==> config.mk <==
export PLATFORM = sky130hd
export DESIGN_NAME = branch_operand_scoreboard_flat
export DESIGN_NICKNAME = d
export VERILOG_FILES = /design/src/rtl/branch_operand_scoreboard_if.sv /design/src/rtl/branch_operand_scoreboard.sv /design/src/flat_wrapper.sv
export SDC_FILE = /design/constraint.sdc
export NUM_CORES = 1
export LEC_CHECK = 0
export ABC_AREA = 1
export BUFFER_PORTS_ARGS = -buffer_cell sky130_fd_sc_hd__buf_2
export CAP_MARGIN = 40
export CORE_MARGIN = 2
export CORE_UTILIZATION = 50
export CTS_BUF_LIST = sky130_fd_sc_hd__clkbuf_4 sky130_fd_sc_hd__clkbuf_8 sky130_fd_sc_hd__clkbuf_16
export DETAILED_ROUTE_END_ITERATION = 12
export GPL_ROUTABILITY_DRIVEN = 0
export GPL_TIMING_DRIVEN = 0
export PLACE_DENSITY_LB_ADDON = 0.12
export SETUP_SLACK_MARGIN = 0.2
export SLEW_MARGIN = 30
export SYNTH_ARGS = -nofsm -noshare
export SYNTH_HDL_FRONTEND = slang
export SYNTH_SLANG_ARGS = --single-unit
==> constraint.sdc <==
create_clock -name clk -period 1.45 [get_ports clk]
set_input_delay 0.2175 -clock clk [delete_from_list [all_inputs] [get_ports clk]]
set_output_delay 0.2175 -clock clk [all_outputs]
set_load 0.02 [all_outputs]
==> src/rtl/branch_operand_scoreboard_if.sv <==
// Operand-lookup handshake between the ID decoder and the branch operand scoreboard.
// The decoder side uses the master modport; the scoreboard uses the slave modport.
interface branch_operand_scoreboard_if #(
   parameter int TNEW_W = 2
);
   logic [4:0]        id_rs;
   logic [4:0]        id_rt;
   logic              id_use_rs;
   logic              id_use_rt;
   logic              issue_we;
   logic [4:0]        issue_rd;
   logic [TNEW_W-1:0] issue_tnew;
   logic              hold;
   logic              flush;
   logic              stall;
   logic [1:0]        fwd_sel_rs;
   logic [1:0]        fwd_sel_rt;

   modport master (
      output id_rs, id_rt, id_use_rs, id_use_rt,
      output issue_we, issue_rd, issue_tnew, hold, flush,
      input  stall, fwd_sel_rs, fwd_sel_rt
   );

   modport slave (
      input  id_rs, id_rt, id_use_rs, id_use_rt,
      input  issue_we, issue_rd, issue_tnew, hold, flush,
      output stall, fwd_sel_rs, fwd_sel_rt
   );
endinterface

==> src/rtl/branch_operand_scoreboard.sv <==
// ID-stage branch operand scoreboard: tracks E/M/W producers and picks forward source or stall.
// Optional feature macro: CMP_STALL_STATS_EN adds the stall_cycles counter output.
module branch_operand_scoreboard #(
   parameter int TNEW_W = 2
) (
   input  logic clk,
   input  logic reset,
   branch_operand_scoreboard_if.slave bus
`ifdef CMP_STALL_STATS_EN
   ,
   output logic [31:0] stall_cycles
`endif
);

   // slot index 0 = E, 1 = M, 2 = W
   logic [2:0]        slot_valid_r;
   logic [4:0]        slot_rd_r   [3];
   logic [TNEW_W-1:0] slot_tnew_r [3];

   logic [14:0]         rd_flat_s;
   logic [3*TNEW_W-1:0] tnew_flat_s;
   logic [2:0]          rs_res_s;
   logic [2:0]          rt_res_s;
   logic                stall_s;
   logic                accept_s;
   logic                e_valid_s;
   logic [4:0]          e_rd_s;
   logic [TNEW_W-1:0]   e_tnew_s;

   // Youngest matching producer wins; result is {pending, fwd_sel}.
   function automatic logic [2:0] resolve(
      input logic                use_op,
      input logic [4:0]          r,
      input logic [2:0]          v,
      input logic [14:0]         rds,
      input logic [3*TNEW_W-1:0] tns
   );
      logic       found;
      logic [2:0] res;
      found = 1'b0;
      res   = 3'b000;
      if (use_op && (r != 5'd0)) begin
         for (int i = 0; i < 3; i++) begin
            if (!found && v[i] && (rds[i*5 +: 5] == r)) begin
               found = 1'b1;
               if (tns[i*TNEW_W +: TNEW_W] != {TNEW_W{1'b0}}) begin
                  res = 3'b100;
               end else begin
                  res = {1'b0, 2'(i + 1)};
               end
            end else begin
               res = res;
            end
         end
      end else begin
         res = 3'b000;
      end
      return res;
   endfunction

   function automatic logic [TNEW_W-1:0] sat_dec(input logic [TNEW_W-1:0] t);
      return (t == {TNEW_W{1'b0}}) ? {TNEW_W{1'b0}} : (t - {{(TNEW_W-1){1'b0}}, 1'b1});
   endfunction

   assign rd_flat_s   = {slot_rd_r[2], slot_rd_r[1], slot_rd_r[0]};
   assign tnew_flat_s = {slot_tnew_r[2], slot_tnew_r[1], slot_tnew_r[0]};

   // Operand lookup against in-flight producers and the resulting stall.
   always_comb begin
      rs_res_s = resolve(bus.id_use_rs, bus.id_rs, slot_valid_r, rd_flat_s, tnew_flat_s);
      rt_res_s = resolve(bus.id_use_rt, bus.id_rt, slot_valid_r, rd_flat_s, tnew_flat_s);
      stall_s  = rs_res_s[2] | rt_res_s[2];
   end

   // Entry for E: the ID instruction when it advances, otherwise a bubble.
   always_comb begin
      accept_s  = ~stall_s & ~bus.flush;
      e_valid_s = 1'b0;
      e_rd_s    = 5'd0;
      e_tnew_s  = {TNEW_W{1'b0}};
      if (accept_s) begin
         e_valid_s = bus.issue_we & (bus.issue_rd != 5'd0);
         e_rd_s    = bus.issue_rd;
         e_tnew_s  = bus.issue_tnew;
      end else begin
         e_valid_s = 1'b0;
      end
   end

   assign bus.stall      = stall_s;
   assign bus.fwd_sel_rs = rs_res_s[1:0];
   assign bus.fwd_sel_rt = rt_res_s[1:0];

   // Slot shift register: reset clears, hold freezes, otherwise advance one stage.
   always_ff @(posedge clk) begin
      if (reset) begin
         slot_valid_r <= 3'b000;
         for (int i = 0; i < 3; i++) begin
            slot_rd_r[i]   <= 5'd0;
            slot_tnew_r[i] <= {TNEW_W{1'b0}};
         end
      end else if (bus.hold) begin
         slot_valid_r <= slot_valid_r;
      end else begin
         slot_valid_r   <= {slot_valid_r[1:0], e_valid_s};
         slot_rd_r[2]   <= slot_rd_r[1];
         slot_rd_r[1]   <= slot_rd_r[0];
         slot_rd_r[0]   <= e_rd_s;
         slot_tnew_r[2] <= sat_dec(slot_tnew_r[1]);
         slot_tnew_r[1] <= sat_dec(slot_tnew_r[0]);
         slot_tnew_r[0] <= e_tnew_s;
      end
   end

`ifdef CMP_STALL_STATS_EN
   // Count cycles the branch actually waits (frozen cycles are not charged).
   always_ff @(posedge clk) begin
      if (reset) begin
         stall_cycles <= 32'd0;
      end else if (stall_s && !bus.hold) begin
         stall_cycles <= stall_cycles + 32'd1;
      end else begin
         stall_cycles <= stall_cycles;
      end
   end
`endif

endmodule
==> src/flat_wrapper.sv <==
// flat-port wrapper written by rule: the top's interface ports become plain ports
module branch_operand_scoreboard_flat 
#(
   parameter int TNEW_W = 2
)
  (clk, reset, bus_id_rs, bus_id_rt, bus_id_use_rs, bus_id_use_rt, bus_issue_we, bus_issue_rd, bus_issue_tnew, bus_hold, bus_flush, bus_stall, bus_fwd_sel_rs, bus_fwd_sel_rt);
  branch_operand_scoreboard_if #(.TNEW_W(TNEW_W)) bus_i ();
  input  logic clk;
  input  logic reset;
  input wire logic [$bits(bus_i.id_rs)-1:0] bus_id_rs;
  input wire logic [$bits(bus_i.id_rt)-1:0] bus_id_rt;
  input wire logic [$bits(bus_i.id_use_rs)-1:0] bus_id_use_rs;
  input wire logic [$bits(bus_i.id_use_rt)-1:0] bus_id_use_rt;
  input wire logic [$bits(bus_i.issue_we)-1:0] bus_issue_we;
  input wire logic [$bits(bus_i.issue_rd)-1:0] bus_issue_rd;
  input wire logic [$bits(bus_i.issue_tnew)-1:0] bus_issue_tnew;
  input wire logic [$bits(bus_i.hold)-1:0] bus_hold;
  input wire logic [$bits(bus_i.flush)-1:0] bus_flush;
  output wire logic [$bits(bus_i.stall)-1:0] bus_stall;
  output wire logic [$bits(bus_i.fwd_sel_rs)-1:0] bus_fwd_sel_rs;
  output wire logic [$bits(bus_i.fwd_sel_rt)-1:0] bus_fwd_sel_rt;
  assign bus_i.id_rs = bus_id_rs;
  assign bus_i.id_rt = bus_id_rt;
  assign bus_i.id_use_rs = bus_id_use_rs;
  assign bus_i.id_use_rt = bus_id_use_rt;
  assign bus_i.issue_we = bus_issue_we;
  assign bus_i.issue_rd = bus_issue_rd;
  assign bus_i.issue_tnew = bus_issue_tnew;
  assign bus_i.hold = bus_hold;
  assign bus_i.flush = bus_flush;
  assign bus_stall = bus_i.stall;
  assign bus_fwd_sel_rs = bus_i.fwd_sel_rs;
  assign bus_fwd_sel_rt = bus_i.fwd_sel_rt;
  branch_operand_scoreboard #(.TNEW_W(TNEW_W)) u_core (.clk(clk), .reset(reset), .bus(bus_i));
endmodule
# Word-level counts from Yosys, hierarchy flattened
# Memory sizes are Yosys's and may differ from the RTL's.
# Cells that the tools add are included.
[totals] inputBits=24 mem_count=2 reg_bits=3 wordCells=81 output_inout_bits=5 ramBits=21
[mem_list] name="u_core.slot_rd_r" words=3 width=5 read_ports=3 rd_clocked_by_memory_dff=0 write_ports=3 line="branch_operand_scoreboard.sv:17" rtl="logic [4:0] slot_rd_r [3];"
[mem_list] name="u_core.slot_tnew_r" words=3 width=2 read_ports=3 rd_clocked_by_memory_dff=0 write_ports=3 line="branch_operand_scoreboard.sv:18" rtl="logic [TNEW_W-1:0] slot_tnew_r [3];"
[op_classes] n_bitwise=11 reduce_logical=24 n_addsub=2 n_eq_ne=6 muxes=35
[op_table] op="two-way mux 3 bit" n=11
[op_table] op="equality test 5 bit" n=6
[op_table] op="two-way mux 5 bit" n=4
[op_table] op="nonzero test 5 bit" n=3
[op_table] op="two-way mux 1 bit" n=14
[op_table] op="logical AND 1 bit" n=12
[op_table] op="two-way mux 2 bit" n=6
[op_table] op="bitwise OR 1 bit" n=7
[op_table] op="nonzero test 2 bit" n=3
[op_table] op="logical NOT 1 bit" n=4
[op_table] op="logical NOT 2 bit" n=2
[op_table] op="subtractor 2 x 1 -> 2 bit (second input constant)" n=2
[op_table] op="bitwise AND 1 bit" n=2
[op_table] op="NOT 1 bit" n=2

# Depth between registers and ports, before layout
# Gate-level depths: netlist (run 1).
[depth] depth_word=19 mapped_depth=13 mapped_depth_nobuf=13

# Worst setup path before layout (run 1)
# Ideal clock, no wire load.
[synth_timing] path_type="flip-flop to output port" from="memory u_core.slot_rd_r[0][2]" to="output port bus_fwd_sel_rt[0]" slack_ps=-121 arrival_time_ps=1353 path_buffers=0 required_time_ps=1233 stages_incl_launch_ff=10 path_cell_list="edfxtp_1 > inv_1 > nand2_1 > nand2_1 > nor2_1 > nand2_1 > nand3_1 > nor2_1 > inv_1 > a21oi_1"
[synth_lines] item="start, declared" line="branch_operand_scoreboard.sv:17"
[synth_lines] item="end, declared" line="flat_wrapper.sv:21" rtl="output wire logic [$bits(bus_i.fwd_sel_rt)-1:0] bus_fwd_sel_rt;"

==> flow_metrics.env, run 1 <==
export IMPL_antenna_found_initial=0
export IMPL_wirelength_mm=4.14
export IMPL_max_clock_freq_mhz=484
export IMPL_start_util_pct=53.5
export IMPL_io_pins=29
export IMPL_drt_pass1_iter_count=4
export IMPL_synth_cell_types=19
export IMPL_combPwrFrac_pct=21.0
export IMPL_clock_path_buffers=2
export IMPL_slew_headroom_pct=62.9
export IMPL_num_rows=20
export IMPL_netlist_instances=252
export IMPL_synth_seq_cells=24
export IMPL_grt_pass1_wl_mm=6.29
export IMPL_p_switching_uw=442
export IMPL_critPathBufInv=1
export IMPL_path_class="reg2out"
export IMPL_fp_coreArea_um2=3100
export IMPL_setup_tns_ns=-6.49
export IMPL_cts_made_buffers=3
export IMPL_synth_area_um2=1660
export IMPL_ys_warn_count=0
export IMPL_cts_clk_slew_worst_paths_ns=0.14
export IMPL_fp_dieW_um=61.6
export IMPL_post_route_min_period_ns=2.07
export IMPL_via_per_inst=4.96
export IMPL_crit_family="simple AND/OR/NAND/NOR gates"
export IMPL_end_kind="primary output"
export IMPL_h_tree_depth=1
export IMPL_tightestPinTransition_ns=0.557
export IMPL_fin_crit_sh_pct=142
export IMPL_slew_violations=0
export IMPL_grt_overflow=0
export IMPL_maxCapViolations=0
export IMPL_status="complete, but fails checks"
export IMPL_drive_gt1_share_pct=29.7
export IMPL_violations="negative setup slack"
export IMPL_yosysSeqAreaShare_pct=41.6
export IMPL_grt_pass1_vias=1479
export IMPL_dp_hpwl_mm=3.05
export IMPL_timing_final_ws_setup_ns=-0.616
export IMPL_startpoint_type="flop"
export IMPL_sw_frac_of_total_pct=30.0
export IMPL_setup_viol=13
export IMPL_rrSetupSlack_ns=-0.49
export IMPL_pwr_share_seq_pct=55.7
export IMPL_crit_top_cell="nand2_1"
export IMPL_pwr_share_clk_pct=23.3
export IMPL_drt_iter0_drc=94
export IMPL_vias=1685
export IMPL_path_cells="nand2_1, nand2_1, nor2_1, nand2_1, nor2_2, nand3_1, nand2_1, nand2_1, nand2_2, nand2_2, buf_6"
export IMPL_syn_nets=278
export IMPL_power_mw=1.48
export IMPL_fp_dieH_um=61.6
export IMPL_ir_drop_mv=0.640
export IMPL_grt_start_max_net_pins=15
export IMPL_dieArea_um2=3800
export IMPL_cts_sinks=24
export IMPL_finalHoldViolCount=0
export IMPL_post_drt_wl_per_cell_um=12.2
export IMPL_worstPathMaxFanout=4
export IMPL_finalClockSkew_ns=0.00713
export IMPL_io_buffers=28
export IMPL_drtAntennaViolNets=0
export IMPL_finalNetCount=323
export IMPL_antennaDiodeCount=0
export IMPL_slowest_delay_ns=0.46
export IMPL_grt_setup_unrepaired="true"
export IMPL_crit_required_ns=1.23
export IMPL_hold_class="in2reg"
export IMPL_cts_root_buf="clkbuf_4"
export IMPL_drc_errors=0
export IMPL_crit_slowest_cell="edfxtp_1"
export IMPL_p_int_mw=1.03
export IMPL_fillCellCount=280
export IMPL_p_leak_nw=1.01
export IMPL_track_usage_pct=23.2
export IMPL_cts_tree="built"
export IMPL_avgSynthCellArea_um2=6.59
export IMPL_area_growth_pct=27.0
export IMPL_crit_arrival_ns=1.85
export IMPL_power_density_nw_per_um2=700
export IMPL_insertion_delay_ns=0.33
[cells in the final DEF (no fill, tap or decap), types with 4 or more instances in the layout]
cell type   n
inv_1      35
edfxtp_1   21
inv_2      11
nor2_1     30
buf_2      23
nand3_1    11
buf_6       4
nor3_1      4
clkbuf_4    4
buf_4      12
nand2_1    85
nor2_2     13
nand3_2     7
o21ai_0     7
nand2_2     5
a21oi_2     4
[power groups by stage]
stage          registers, mW  clock network (mW)  logic (mW)
5_1_grt                0.827               0.365       0.347
4_1_cts                0.819               0.337       0.294
2_1_floorplan          0.828                   0       0.172
6_report               0.821               0.344       0.310
3_3_place_gp           0.836                   0       0.259
3_5_place_dp           0.835                   0       0.266
[per-stage QoR]
| stage | instance area (µm²) | instances | setup WS [ns] | hold slack [ns] | utilization, % |
|---|---|---|---|---|---|
| floorplan | 1670 | 252 | -0.107 | 0.356 | - |
| global placement | 1860 | 324 | -0.328 | 0.490 | 60.0 |
| detailed placement | 1880 | 325 | -0.347 | 0.491 | 60.5 |
| CTS | 2050 | 338 | -0.565 | 0.157 | 66.1 |
| global route | 2110 | 340 | -0.727 | 0.170 | 67.9 |
| finish | 2110 | 340 | -0.616 | 0.152 | 67.9 |
[path summary, 6_finish.rpt]
check | depth (start not counted) | startpoint | to
worst min register to register | 2 | u_core.slot_valid_r[1] | u_core.slot_valid_r[2]
worst max register to register | 14 | u_core.slot_rd_r[0][4] | u_core.slot_rd_r[0][4]
worst min-delay path | 3 | bus_hold | u_core.slot_valid_r[0]
worst max-delay path | 11 | u_core.slot_rd_r[0][5] | bus_stall
[synthesized netlist by cell type (all sizes together)]
master / number / area (µm²)
nand3: 18 / 90.1
or2: 1 / 6.26
inv: 46 / 173
dfxtp: 3 / 60.1
nor3: 5 / 25.0
o311ai: 1 / 8.76
a21oi: 5 / 25.0
nand4: 4 / 40.0
ha: 2 / 25.0
o211ai: 2 / 15.0
edfxtp: 21 / 631
nor2: 44 / 173
nand2: 90 / 340
o21ai: 9 / 45.0
clkbuf: 1 / 3.75
[what timing repair did]
| action | CTS | global route |
|---|---|---|
| gates cloned | 0 | 0 |
| resized for setup | 27 | 15 |
| endpoints found under the setup margin | 13 | 17 |
| hold buffers | 0 | 0 |
| pin swaps | 10 | 7 |
| setup buffers | 9 | 2 |
[layout make-up]
class                      instances  area, µm²  share of cell area [%]
timing repair buffer              40        265                    12.6
tap                               44       55.1                    2.61
multi-input combinational        181        891                    42.3
inverter                          46        173                    8.19
buffer                             1       3.75                   0.178
clock buffer                       4       30.0                    1.42
sequential                        24        691                    32.8
[tightest hold or removal path: stages]
cell and delay (ns):
buf_2 0.11, nand3_1 0.07, nand2_1 0.06
[registers in the layout, summed over array words and instances (netlist names)]
| name | count |
|---|---|
| u_core.slot_rd_r | 15 |
| u_core.slot_tnew_r | 6 |
| u_core.slot_valid_r | 3 |
[per-layer routing]
| layer | vias up | share of wire, % | track usage [%] |
|---|---|---|---|
| met5 | - | 0 | 0 |
| met4 | 0 | 1.8 | 7.29 |
| met3 | 10 | 8.4 | 3.78 |
| met2 | 68 | 46 | 38.0 |
| met1 | 734 | 44 | 31.3 |
| li1 | 873 | - | - |
[logic make-up (layout without fill, tap and decap cells)]
logic type | after synthesis | count (layout) | synth area share (%)
AO/OA/AOI/OAI | 17 | 17 | 5.65
adder cells (fa/ha/maj) | 2 | 2 | 1.51
buffers and inverters | 47 | 91 | 10.6
flip-flops | 24 | 24 | 41.6
AND/OR/NAND/NOR | 162 | 162 | 40.6
Note: power is estimated with default switching activity, not from simulation.
==> run 2: changes to the inputs <==
CELL_PAD_IN_SITES_DETAIL_PLACEMENT = 0   (was not set)
CELL_PAD_IN_SITES_GLOBAL_PLACEMENT = 2   (was not set)
CORE_UTILIZATION = 27   (was 50)
PLACE_DENSITY = 0.72   (was not set)
PLACE_DENSITY_LB_ADDON = not set   (was 0.12)
==> run 2 against run 1 <==
- the flow still finishes with violations (negative setup slack)
- largest power group unchanged
- final cell count is 10% higher
- sequential power hardly changed
- clock power is 42% higher
- total power is 10% higher
- critical endpoint unchanged
==> flow_metrics.env, run 2 (synthesis results as in run 1) <==
export IMPL_wirelength_mm=4.74
export IMPL_cts_tree="built"
export IMPL_reg_largest_list="u_core.slot_rd_r: 15 flops, u_core.slot_tnew_r: 6 flops, u_core.slot_valid_r: 3 flops"
export IMPL_fp_coreArea_um2=5920
export IMPL_path_depth=10
export IMPL_hold_class="in2reg"
export IMPL_cts_root_buf="clkbuf_8"
export IMPL_dp_hpwl_mm=3.76
export IMPL_power_density_nw_per_um2=727
export IMPL_slowest_delay_ns=0.46
export IMPL_end_kind="primary output"
export IMPL_pwr_share_seq_pct=50.5
export IMPL_grt_overflow=0
export IMPL_r2r_start="u_core.slot_rd_r[0][4]"
export IMPL_crit_required_ns=1.23
export IMPL_finalNetCount=326
export IMPL_final_common_cell="nand2_1"
export IMPL_vias=1703
export IMPL_setup_viol=13
export IMPL_drt_pass1_iter_count=4
export IMPL_ff_latch_area_um2=691
export IMPL_max_clock_freq_mhz=498
export IMPL_status="complete, but fails checks"
export IMPL_dpl_cell_area_um2=1920
export IMPL_maxCapViolations=0
export IMPL_violations="negative setup slack"
export IMPL_p_leak_nw=1.05
export IMPL_utilization_pct=37.9
export IMPL_hold_path_depth=3
export IMPL_holdCritStartpoint="bus_hold"
export IMPL_p_switching_uw=477
export IMPL_path_cells="inv_2, nand2_1, a21oi_1, nand3_2, nand3_2, nor2_4, nor2_1, nand2_2, nand2_2, buf_6"
export IMPL_finalHoldViolCount=0
export IMPL_cts_clk_slew_worst_paths_ns=0.10
export IMPL_combPwrFrac_pct=19.6
export IMPL_crit_slowest_cell="edfxtp_1"
export IMPL_drtAntennaViolNets=0
export IMPL_pwr_share_clk_pct=29.9
export IMPL_tightestPinTransition_ns=0.589
export IMPL_timing_final_ws_setup_ns=-0.557
export IMPL_preCtsSetupSlack_ns=-0.389
export IMPL_io_buffers=28
export IMPL_whs_ns=0.212
export IMPL_start_util_pct=28.0
export IMPL_via_per_inst=4.55
export IMPL_area_growth_pct=35.0
export IMPL_rr_endpoint="u_core.slot_rd_r[0][2]"
export IMPL_grt_start_max_net_pins=14
export IMPL_slew_headroom_pct=60.8
export IMPL_drive_gt1_share_pct=34.4
export IMPL_ir_drop_mv=0.323
export IMPL_worstPathMaxFanout=3
export IMPL_fp_dieW_um=82.4
export IMPL_crit_arrival_ns=1.79
export IMPL_io_pins=29
export IMPL_clock_path_buffers=2
export IMPL_grt_pass1_wl_mm=7.82
export IMPL_crit_family="simple AND/OR/NAND/NOR gates"
export IMPL_path_class="reg2out"
export IMPL_post_drt_wl_per_cell_um=12.7
export IMPL_min_to="u_core.slot_valid_r[0]"
export IMPL_rrSetupSlack_ns=-0.50
export IMPL_multi_input_area_um2=927
export IMPL_largest_reg_flops=15
export IMPL_fin_crit_sh_pct=138
export IMPL_grt_setup_unrepaired="true"
export IMPL_cts_sinks=24
export IMPL_power_mw=1.63
export IMPL_reg2regPathDepth=14
export IMPL_post_route_min_period_ns=2.01
export IMPL_critPathBufInv=2
export IMPL_drt_iter0_drc=85
export IMPL_slew_violations=0
export IMPL_cts_made_buffers=3
export IMPL_track_usage_pct=15.4
export IMPL_drc_errors=0
export IMPL_antennaDiodeCount=0
export IMPL_insertion_delay_ns=0.28
export IMPL_sw_frac_of_total_pct=29.3
export IMPL_grt_pass1_vias=1639
export IMPL_dieArea_um2=6790
export IMPL_num_rows=28
export IMPL_h_tree_depth=1
export IMPL_finalClockSkew_ns=0.00722
export IMPL_p_int_mw=1.15
export IMPL_fp_dieH_um=82.4
export IMPL_fillCellCount=655
export IMPL_design_area_um2=2240
export IMPL_final_cell_mix="nand2_1 (83), inv_1 (30), nor2_1 (23), buf_2 (23), edfxtp_1 (21)"
export IMPL_startpoint_type="flop"
export IMPL_antenna_found_initial=0
export IMPL_regMostFlops="u_core.slot_rd_r"
## run 2: final cells by class
type / instances / share of cell area (%)
repair buffers: 43 / 13.3
well taps: 75 / 4.19
multi-input cells: 181 / 41.4
inverters: 46 / 7.70
clock buffers: 4 / 2.46
flip-flops and latches: 24 / 30.8
plain buffers: 1 / 0.167
## run 2: repair_timing
item	CTS	global route
pin swaps	7	12
hold buffers	0	0
setup endpoints to repair	22	14
buffers inserted	8	6
gates resized for setup	17	44
## run 2: worst max-delay path by stage
stage,startpoint,end,slack [ns]
after CTS,u_core.slot_rd_r[0][4],bus_stall,-0.56
after detailed placement,u_core.slot_rd_r[0][4],u_core.slot_rd_r[0][4],-0.39
after global placement,u_core.slot_rd_r[0][4],u_core.slot_rd_r[0][4],-0.42
after global routing,u_core.slot_rd_r[0][4],bus_stall,-0.67
after floorplan,u_core.slot_rd_r[0][4],u_core.slot_rd_r[0][0],-0.11
final,u_core.slot_rd_r[0][4],bus_stall,-0.56
## run 2: per-stage QoR
step | setup TNS, ns | cells
2_1_floorplan | -1.13 | 252
3_3_place_gp | -6.76 | 355
3_5_place_dp | -5.26 | 356
4_1_cts | -5.86 | 368
5_1_grt | -7.92 | 374
6_report | -6.23 | 374
## run 2: metal layers
metal / track usage (%) / vias to the layer above / routed length (µm)
li1: - / 887 / -
met1: 21.1 / 775 / 2280
met2: 26.4 / 37 / 2220
met3: 1.63 / 4 / 193
met4: 3.00 / 0 / 40
met5: 0 / - / 0
## run 2: worst register-to-register path, delay by kind of cell, from the launching register on
kind                   cells  cell delay (ns)
DFF                        1             0.46
buffers and inverters      3             0.33
and+or+nand+nor           11             0.91
## run 2: power by group through the flow
| stage | Sequential (mW) | Combinational [mW] | Clock, mW |
|---|---|---|---|
| 5_1_grt | 0.829 | 0.367 | 0.522 |
| 3_5_place_dp | 0.837 | 0.277 | 0 |
| 6_report | 0.823 | 0.319 | 0.488 |
| 4_1_cts | 0.821 | 0.296 | 0.498 |
| 3_3_place_gp | 0.838 | 0.273 | 0 |
| 2_1_floorplan | 0.828 | 0.172 | 0 |
==> run 3: changes to the inputs <==
CORE_UTILIZATION = 30   (was 27)
PLACE_DENSITY = 0.76   (was 0.72)
clock period = 2.15 ns   (was 1.45 ns; I/O delays follow)
==> run 3 against run 2 <==
- wire length down 3.7%
- critical endpoint unchanged
- combinational power is 39% lower
- clock power down 14%
- global-route usage is 0.37 points higher
- sequential cell count unchanged
- non-clock buffer count decreased by 8
- the flow now finishes without violations
- utilization is 1.1 points higher
- via count is 5.0% lower
- first-iteration DRC count increased by 5.9%
- register-to-register slack better by 0.74 ns
==> flow_metrics.env, run 3 (synthesis results as in run 1) <==
export IMPL_fp_dieH_um=78.4
export IMPL_final_cells=363
export IMPL_track_usage_pct=15.8
export IMPL_setup_viol=0
export IMPL_fp_coreArea_um2=5440
export IMPL_final_common_cell="nand2_1"
export IMPL_post_drt_wl_per_cell_um=12.6
export IMPL_p_leak_nw=1.00
export IMPL_tightestPinTransition_ns=0.675
export IMPL_finalNetCount=318
export IMPL_drtAntennaViolNets=0
export IMPL_insertion_delay_ns=0.28
export IMPL_worstPathMaxFanout=3
export IMPL_grt_pass1_wl_mm=7.45
export IMPL_power_mw=1.17
export IMPL_cts_sinks=24
export IMPL_fin_crit_sh_pct=98.4
export IMPL_end_kind="primary output"
export IMPL_grt_setup_unrepaired="true"
export IMPL_fp_dieW_um=78.4
export IMPL_ir_drop_mv=0.236
export IMPL_design_area_um2=2120
export IMPL_regMostFlops="u_core.slot_rd_r"
export IMPL_grt_overflow=0
export IMPL_drt_iter0_drc=90
export IMPL_reg_largest_list="u_core.slot_rd_r: 15 flops, u_core.slot_tnew_r: 6 flops, u_core.slot_valid_r: 3 flops"
export IMPL_crit_required_ns=1.83
export IMPL_finalHoldViolCount=0
export IMPL_num_rows=27
export IMPL_preCtsSetupSlack_ns=0.121
export IMPL_dieArea_um2=6150
export IMPL_max_clock_freq_mhz=473
export IMPL_area_growth_pct=27.5
export IMPL_cts_tree="built"
export IMPL_wirelength_mm=4.56
export IMPL_io_buffers=28
export IMPL_grt_start_max_net_pins=17
export IMPL_antenna_found_initial=0
export IMPL_drt_pass1_iter_count=5
export IMPL_slew_headroom_pct=54.9
export IMPL_cts_made_buffers=3
export IMPL_cts_clk_slew_worst_paths_ns=0.10
export IMPL_placedCellCount=353
export IMPL_largest_reg_flops=15
export IMPL_antennaDiodeCount=0
export IMPL_finalClockSkew_ns=0.00152
export IMPL_clock_path_buffers=2
export IMPL_io_pins=29
export IMPL_hold_class="in2reg"
export IMPL_final_cell_mix="nand2_1 (85), inv_1 (38), nor2_1 (30), buf_2 (23), edfxtp_1 (21)"
export IMPL_h_tree_depth=1
export IMPL_drive_gt1_share_pct=25.4
export IMPL_start_util_pct=30.5
export IMPL_via_per_inst=4.46
export IMPL_cts_root_buf="clkbuf_8"
export IMPL_path_class="reg2out"
export IMPL_crit_arrival_ns=1.79
export IMPL_maxCapViolations=0
export IMPL_drc_errors=0
export IMPL_grt_pass1_vias=1585
export IMPL_startpoint_type="flop"
export IMPL_post_route_min_period_ns=2.12
export IMPL_status="complete, no violations"
export IMPL_dpl_cell_area_um2=1900
export IMPL_vias=1618
export IMPL_timing_final_ws_setup_ns=0.0348
export IMPL_power_density_nw_per_um2=552
export IMPL_slew_violations=0
export IMPL_postCtsHoldBufs=0
export IMPL_dp_hpwl_mm=3.74
-- run 3: worst max-delay path, stage by stage (launching register included) --
cell and delay [ns]:
edfxtp_1 0.43, inv_1 0.12, o21ai_0 0.13, nor2_1 0.11
nand3_1 0.12, inv_1 0.09, nand3_1 0.09, nand2_1 0.08
nand2_1 0.06, nand2_2 0.11, nand2_2 0.06, buf_6 0.12
-- run 3: final timing paths --
| check | startpoint | to | slack (ns) | depth (start not counted) |
|---|---|---|---|---|
| worst min register to register | u_core.slot_valid_r[1] | u_core.slot_valid_r[2] | 0.54 | 2 |
| worst max register to register | u_core.slot_rd_r[0][4] | u_core.slot_rd_r[0][3] | 0.24 | 14 |
| worst max-delay path | u_core.slot_rd_r[0][6] | bus_stall | 0.03 | 11 |
| worst min-delay path | bus_hold | u_core.slot_valid_r[0] | 0.31 | 3 |
-- run 3: area by class of cell --
cell class | count | area [µm²]
sequential | 24 | 691
clock inverter | 1 | 30.0
tap | 72 | 90.1
fill | 612 | 3320
clock buffer | 3 | 41.3
multi-input combinational | 181 | 868
buffer | 1 | 3.75
timing repair buffer | 35 | 220
inverter | 46 | 173
-- run 3: metrics by stage --
stage | utilization [%] | hold slack (ns) | TNS (ns)
floorplan | - | 0.461 | 0
global placement | 34.8 | 0.520 | 0
detailed placement | 35.0 | 0.522 | 0
CTS | 37.3 | 0.321 | -0.0139
global route | 38.9 | 0.349 | -0.463
finish | 38.9 | 0.312 | 0
-- run 3: repair_timing --
item / in CTS / in global routing
cloned: 0 / 0
buffers inserted: 2 / 4
pin swaps: 4 / 9
gates resized for setup: 15 / 19
endpoints found under the setup margin: 5 / 12
-- run 3: layer usage --
metal,vias up,global-route usage (%),part of all wire (%)
met5,-,0,0
met4,0,4.39,2.0
met3,9,2.18,4.3
met2,36,27.7,46
met1,705,20.3,48
li1,868,-,-
-- run 3: report_power, final --
group	total [mW]	switching [mW]	internal [mW]
registers	0.553	0.0181	0.535
logic	0.196	0.128	0.0685
clock network	0.419	0.170	0.249
